$ cat src/rtl/wb_pkg.sv
// Shared types for the register-file write-port arbiter.
// Queued MUL/DIV requests carry an RV32 word.
package wb_pkg;

  typedef enum logic {
    ARB_NORMAL = 1'b0,
    ARB_FORCE  = 1'b1
  } arb_state_e;

  localparam int WB_XLEN = 32;
  localparam logic [4:0] REG_ZERO = 5'd0;

  typedef struct packed {
    logic [4:0]         rd;
    logic [WB_XLEN-1:0] data;
  } wb_req_t;

endpackage

$ cat src/rtl/wb_fifo.sv
// DEPTH-entry FIFO of MUL/DIV writeback requests.
// Exposes per-entry valid bits and destinations so the owner can build a hazard mask.
module wb_fifo
  import wb_pkg::*;
#(
  parameter int DEPTH = 2
) (
  input  logic                   clk,
  input  logic                   rst,
  input  logic                   push_i,
  input  wb_req_t                push_req_i,
  input  logic                   pop_i,
  output wb_req_t                head_o,
  output logic                   full_o,
  output logic                   empty_o,
  output logic [$clog2(DEPTH):0] count_o,
  output logic [DEPTH-1:0]       valid_o,
  output logic [DEPTH*5-1:0]     entry_rd_o
);

  localparam int PW = $clog2(DEPTH);

  wb_req_t          mem_q [DEPTH];
  logic [PW-1:0]    wr_ptr_q;
  logic [PW-1:0]    rd_ptr_q;
  logic [PW:0]      count_q;
  logic [DEPTH-1:0] valid_q;

  always_ff @(posedge clk or posedge rst) begin
    if (rst) begin
      wr_ptr_q <= '0;
      rd_ptr_q <= '0;
      count_q  <= '0;
    end else begin
      if (push_i) wr_ptr_q <= wr_ptr_q + 1'b1;
      if (pop_i)  rd_ptr_q <= rd_ptr_q + 1'b1;
      case ({push_i, pop_i})
        2'b10:   count_q <= count_q + 1'b1;
        2'b01:   count_q <= count_q - 1'b1;
        default: count_q <= count_q;
      endcase
    end
  end

  // Payload needs no reset: valid_q gates every consumer of the storage.
  always_ff @(posedge clk) begin
    if (push_i) mem_q[wr_ptr_q] <= push_req_i;
  end

  // Push and pop never target the same slot: that needs a full or empty FIFO.
  for (genvar gi = 0; gi < DEPTH; gi++) begin : g_entry
    always_ff @(posedge clk or posedge rst) begin
      if (rst) begin
        valid_q[gi] <= 1'b0;
      end else if (push_i && (wr_ptr_q == PW'(gi))) begin
        valid_q[gi] <= 1'b1;
      end else if (pop_i && (rd_ptr_q == PW'(gi))) begin
        valid_q[gi] <= 1'b0;
      end
    end
    assign entry_rd_o[gi*5 +: 5] = mem_q[gi].rd;
  end

  assign head_o  = mem_q[rd_ptr_q];
  assign full_o  = (count_q == (PW+1)'(DEPTH));
  assign empty_o = (count_q == '0);
  assign count_o = count_q;
  assign valid_o = valid_q;

endmodule

$ cat src/rtl/wb_arbiter.sv
// Shares the register-file write port between the pipeline writeback stage and
// buffered MUL/DIV results; the pipeline wins unless the FIFO head has starved.
module wb_arbiter
  import wb_pkg::*;
#(
  parameter int XLEN         = 32,
  parameter int DEPTH        = 2,
  parameter int STARVE_LIMIT = 4
) (
  input  logic                   clk,
  input  logic                   reset,
  input  logic                   pipe_valid,
  input  logic [4:0]             pipe_rd,
  input  logic [XLEN-1:0]        pipe_data,
  output logic                   pipe_stall,
  input  logic                   md_valid,
  output logic                   md_ready,
  input  logic [4:0]             md_rd,
  input  logic [XLEN-1:0]        md_data,
  output logic [4:0]             write_register,
  output logic [XLEN-1:0]        write_data,
  output logic                   reg_write,
  output logic [31:0]            pending_mask,
  output logic [$clog2(DEPTH):0] fifo_count
);

  localparam int CW = $clog2(STARVE_LIMIT + 1);

  arb_state_e        state_q, state_d;
  logic [CW-1:0]     starve_q, starve_d;
  logic              reg_write_q, reg_write_d;
  logic [4:0]        write_register_q, write_register_d;
  logic [XLEN-1:0]   write_data_q, write_data_d;

  logic              fifo_push, fifo_pop;
  logic              fifo_full, fifo_empty;
  wb_req_t           fifo_head, push_req;
  logic [DEPTH-1:0]  fifo_valid;
  logic [DEPTH*5-1:0] fifo_entry_rd;
  logic              pipe_own;
  logic [31:0]       entry_mask [DEPTH];
  logic [31:0]       pending_c;

  // Acceptance of a zero-destination MUL/DIV result still completes the handshake.
  assign md_ready  = !fifo_full;
  assign fifo_push = md_valid && md_ready && (md_rd != REG_ZERO);
  assign push_req  = '{rd: md_rd, data: WB_XLEN'(md_data)};
  assign pipe_own  = pipe_valid && (state_q == ARB_NORMAL) && (pipe_rd != REG_ZERO);

  wb_fifo #(
    .DEPTH(DEPTH)
  ) u_fifo (
    .clk        (clk),
    .rst        (reset),
    .push_i     (fifo_push),
    .push_req_i (push_req),
    .pop_i      (fifo_pop),
    .head_o     (fifo_head),
    .full_o     (fifo_full),
    .empty_o    (fifo_empty),
    .count_o    (fifo_count),
    .valid_o    (fifo_valid),
    .entry_rd_o (fifo_entry_rd)
  );

  always_comb begin
    state_d          = state_q;
    starve_d         = starve_q;
    fifo_pop         = 1'b0;
    reg_write_d      = 1'b0;
    write_register_d = write_register_q;
    write_data_d     = write_data_q;

    case (state_q)
      ARB_NORMAL: begin
        fifo_pop = !fifo_empty && !pipe_own;
        if (fifo_empty || fifo_pop) begin
          starve_d = '0;
        end else if (starve_q == CW'(STARVE_LIMIT - 1)) begin
          state_d  = ARB_FORCE;
          starve_d = '0;
        end else begin
          starve_d = starve_q + 1'b1;
        end
      end
      ARB_FORCE: begin
        fifo_pop = !fifo_empty;
        starve_d = '0;
        state_d  = ARB_NORMAL;
      end
      default: begin
        state_d  = ARB_NORMAL;
        starve_d = '0;
      end
    endcase

    if (pipe_own) begin
      reg_write_d      = 1'b1;
      write_register_d = pipe_rd;
      write_data_d     = pipe_data;
    end else if (fifo_pop) begin
      reg_write_d      = 1'b1;
      write_register_d = fifo_head.rd;
      write_data_d     = XLEN'(fifo_head.data);
    end
  end

  always_ff @(posedge clk or posedge reset) begin
    if (reset) begin
      state_q          <= ARB_NORMAL;
      starve_q         <= '0;
      reg_write_q      <= 1'b0;
      write_register_q <= '0;
      write_data_q     <= '0;
    end else begin
      state_q          <= state_d;
      starve_q         <= starve_d;
      reg_write_q      <= reg_write_d;
      write_register_q <= write_register_d;
      write_data_q     <= write_data_d;
    end
  end

  // Duplicate destinations OR together, so a bit stays up until its last entry pops.
  for (genvar gi = 0; gi < DEPTH; gi++) begin : g_pending
    assign entry_mask[gi] = fifo_valid[gi] ? (32'd1 << fifo_entry_rd[gi*5 +: 5]) : 32'd0;
  end

  always_comb begin
    pending_c = 32'd0;
    for (int i = 0; i < DEPTH; i++) pending_c = pending_c | entry_mask[i];
  end

  assign pending_mask   = pending_c;
  assign pipe_stall     = (state_q == ARB_FORCE);
  assign reg_write      = reg_write_q;
  assign write_register = write_register_q;
  assign write_data     = write_data_q;

endmodule

$ cat config.mk
export PLATFORM = sky130hd
export DESIGN_NAME = wb_arbiter
export DESIGN_NICKNAME = d
export VERILOG_FILES = /design/src/rtl/wb_pkg.sv /design/src/rtl/wb_fifo.sv /design/src/rtl/wb_arbiter.sv
export SDC_FILE = /design/constraint.sdc
export NUM_CORES = 1
export LEC_CHECK = 0
export CAP_MARGIN = 20
export CELL_PAD_IN_SITES_DETAIL_PLACEMENT = 0
export CELL_PAD_IN_SITES_GLOBAL_PLACEMENT = 1
export CORE_MARGIN = 1
export CORE_UTILIZATION = 33
export DETAILED_ROUTE_END_ITERATION = 7
export PLACE_DENSITY = 0.82
export SLEW_MARGIN = 30
export SYNTH_ARGS = -nofsm -noshare
export SYNTH_HDL_FRONTEND = slang
export SYNTH_SLANG_ARGS = --single-unit
$ cat constraint.sdc
create_clock -name clk -period 2.7 [get_ports clk]
set_input_delay 0.54 -clock clk [delete_from_list [all_inputs] [get_ports clk]]
set_output_delay 0.54 -clock clk [all_outputs]
set_load 0.05 [all_outputs]
==> results.yml <==
floorplan:
  top_level_ports: 152
  die_w_um: 129
  area_of_the_die_um2: 16500
  fp.dieH_um: 129
  floorplan_core_area_um2: 15400
  floorplan.initialDensity_pct: 34.2
  placementRows: 45
run_status:
  outcome: "completed"
timing:
  tightest_slew_ns: 0.701
  final.setup.tns_ns: 0
  setup_violations: 0
  finalHoldWorstSlack_ns: 0.428
  post-route-period-util_pct: 97.1
  grt_setup_unrepaired: "yes"
  hold_viol: 0
  layout_setup_ws_ns: 0.0782
  maxSlewHeadroom_pct: 53.3
  timing.final.max_slew_violations: 0
  max_freq_ghz: 0.381
  clock-skew-final_ns: 0.00664
  min_period_ns: 2.62
critical_path:
  cp_num_cells: 4
  rrSetupSlack_ns: 0.90
  crit_fanout: 6
  critical_path.max_stage_delay_ns: 0.48
  critical_path.slowest_cell: "sky130_fd_sc_hd__or3b_4"
  critical_path_buf_inv_count: 1
  r2r_end: "write_data[25]"
  timing.critical_path.from: "u_fifo.mem_q[1][35]"
  critPathTopFamily: "simple AND/OR/NAND/NOR gates"
  setup.worst_path.class: "reg -> out"
  startpoint_type: "flip-flop"
  critical_path.reg2reg.startpoint: "u_fifo.count_o[0]"
  worst-endpoint-arrival_ns: 2.08
  crit_chain: "or3b_4, or2_1, o31ai_2, buf_12"
  crit_end: "pending_mask[0]"
  worst_ep_required_time_ns: 2.16
  endpoint_kind: "output pin"
  cell_count_of_the_worst_reg_to_reg_path: 5
placement:
  placedInstanceArea_um2: 7100
  dp_hpwl_um: 9750
  gp_congestion: 0.869
  dp_worst_setup_slack_ns: 0.158
  port_buffers: 151
  dp_cells: 793
synth:
  synth-seq-cells: 122
  yosysSeqAreaShare_pct: 64.8
  syn-instance-count: 445
  synthDistinctLibCells: 39
  syn_area_cell_um2: 11.9
  mappedNetlistNets: 525
  post_synth_instance_area_um2: 5280
  yosysWarnings: 0
layout:
  final_design_area_no_fill_um2: 7720
  area_growth_syn_to_layout_pct: 46.2
  layout-drive-gt1-share_pct: 15.4
  finalNonFillerCells: 826
  final_antenna_diode_count: 0
  utilization_pct: 50.1
  commonest_non_fill_non_tap_cell_in_the_layout: "sky130_fd_sc_hd__clkdlybuf4s50_1"
  nets: 682
  layout_common_cells: "sky130_fd_sc_hd__clkdlybuf4s50_1, sky130_fd_sc_hd__edfxtp_1, sky130_fd_sc_hd__nand2_1"
clock_tree:
  clock_tree.buffer_depth: 2
  clkTransAtPathRegs_ns: 0.05
  cts_tree: "yes"
  clock_sink_count: 122
  worstSkewPairLatency_ns: 0.41
  cts.htree.levels: 4
  root_buffer: "sky130_fd_sc_hd__clkbuf_16"
  cts_hold_buf: 0
  cts_inserted_buffers: 17
route:
  drt_pass1_iterations: 4
  via_count: 4062
  detailedRoute.firstIterationViolations: 146
  drc: 0
  vias_per_cell: 4.92
  drt-total-wl_um: 13500
  avgRoutedWirePerCell_um: 16.4
  post_route_ant_nets: 0
pwr:
  leakage_nw: 3.00
  totalPowerFinal_mw: 8.59
  irDropWorstVdd_mv: 0.462
  pwr_density_cell_nw_per_um2: 1110
global_route:
  grt_start_max_net_pins: 76
  via_count_of_the_first_global_routing_pass: 4294
  antenna_violations_before_repair: 0
  grt_usage_pct: 16.9
  grt_overflow: 0
  grt_pass1_wl_um: 21200
hold_path:
  min-delay-path-class: "in -> async"
flow_run:
  maxCapViolCount: 0
logic make-up (layout without fill, tap and decap cells):
family	Yosys count	count (layout)	share of synthesized area (%)
AOI/OAI and AO/OA	112	112	12.0
xor gates and xnor gates	5	5	0.829
adders and majority gates	2	2	0.474
buffers and inverters	29	199	2.58
DFF	122	122	64.8
muxes	37	37	7.01
and+or+nand+nor	138	138	12.3
flip-flops by register name, summed over array words and instances, names as in the netlist:
name and cells:
starve_q 3, write_register 5, reg_write 1, u_fifo.wr_ptr_q 1, u_fifo.mem_q 74, u_fifo.rd_ptr_q 1
u_fifo.valid_o 2, pipe_stall 1, write_data 32, u_fifo.count_o 2
cell type report:
type	count	area (µm²)
fill	1404	7700
sequential	122	3420
multi-input combinational	294	1790
timing repair buffer	165	1640
clock buffer	23	479
tap	211	264
clock inverter	9	120
inverter	2	7.51
power by group:
group          switching [mW]  internal, mW  leakage (nW)
sequential              0.410          2.55          1.27
clock                   0.758          1.52         0.300
combinational            2.12          1.24          1.43
total                    3.29          5.30          3.00
how the worst min path moves through the flow:
stage                           start             end  slack [ns]  depth (start not counted)
final                           reset  write_data[28]        0.43                          2
after detailed placement  starve_q[0]     starve_q[0]        0.44                          1
after global routing            reset  write_data[28]        0.46                          2
after CTS                       reset  write_data[26]        0.43                          2
after floorplan           starve_q[0]     starve_q[0]        0.42                          1
after global placement    starve_q[0]     starve_q[0]        0.43                          1
synth_stat cells, drive strengths merged:
cell	count	area share, %
or3b	1	0.17
mux2i	37	7.0
nand3b	2	0.28
buf	13	1.4
o31ai	3	0.52
xnor2	3	0.50
o22ai	24	2.8
a21oi	37	3.5
ha	2	0.47
edfxtp	74	42
nor3b	1	0.14
and3	1	0.12
nor3	1	0.095
nor4b	1	0.17
o32ai	6	0.99
o21ai	40	3.8
nor2b	4	0.47
nor2	44	3.3
nand3	6	0.57
xor2	2	0.33
o211ai	1	0.24
clkbuf	14	0.99
nand2b	14	1.7
nand4	2	0.24
dfrtp	48	23
nor4	1	0.12
or3	3	0.36
o21a	1	0.14
nand2	48	3.4
or4	2	0.28
inv	2	0.14
nand4b	2	0.33
or2	5	0.59
timing repair:
| action | 4_1_cts | 5_1_grt |
|---|---|---|
| setup endpoints to repair | 4 | 2 |
| setup buffers | 1 | 0 |
| endpoints found under the hold margin | 0 | 0 |
| gates resized for setup | 2 | 3 |
| cloned | 0 | 0 |
layer usage:
metal	GRT usage [%]	share of wire (%)	vias to the layer above
li1	-	-	1948
met1	20.0	42	1947
met2	29.1	51	153
met3	4.32	5.5	14
met4	7.34	1.1	0
met5	0	0	-
Note: power is estimated with default switching activity, not from simulation.
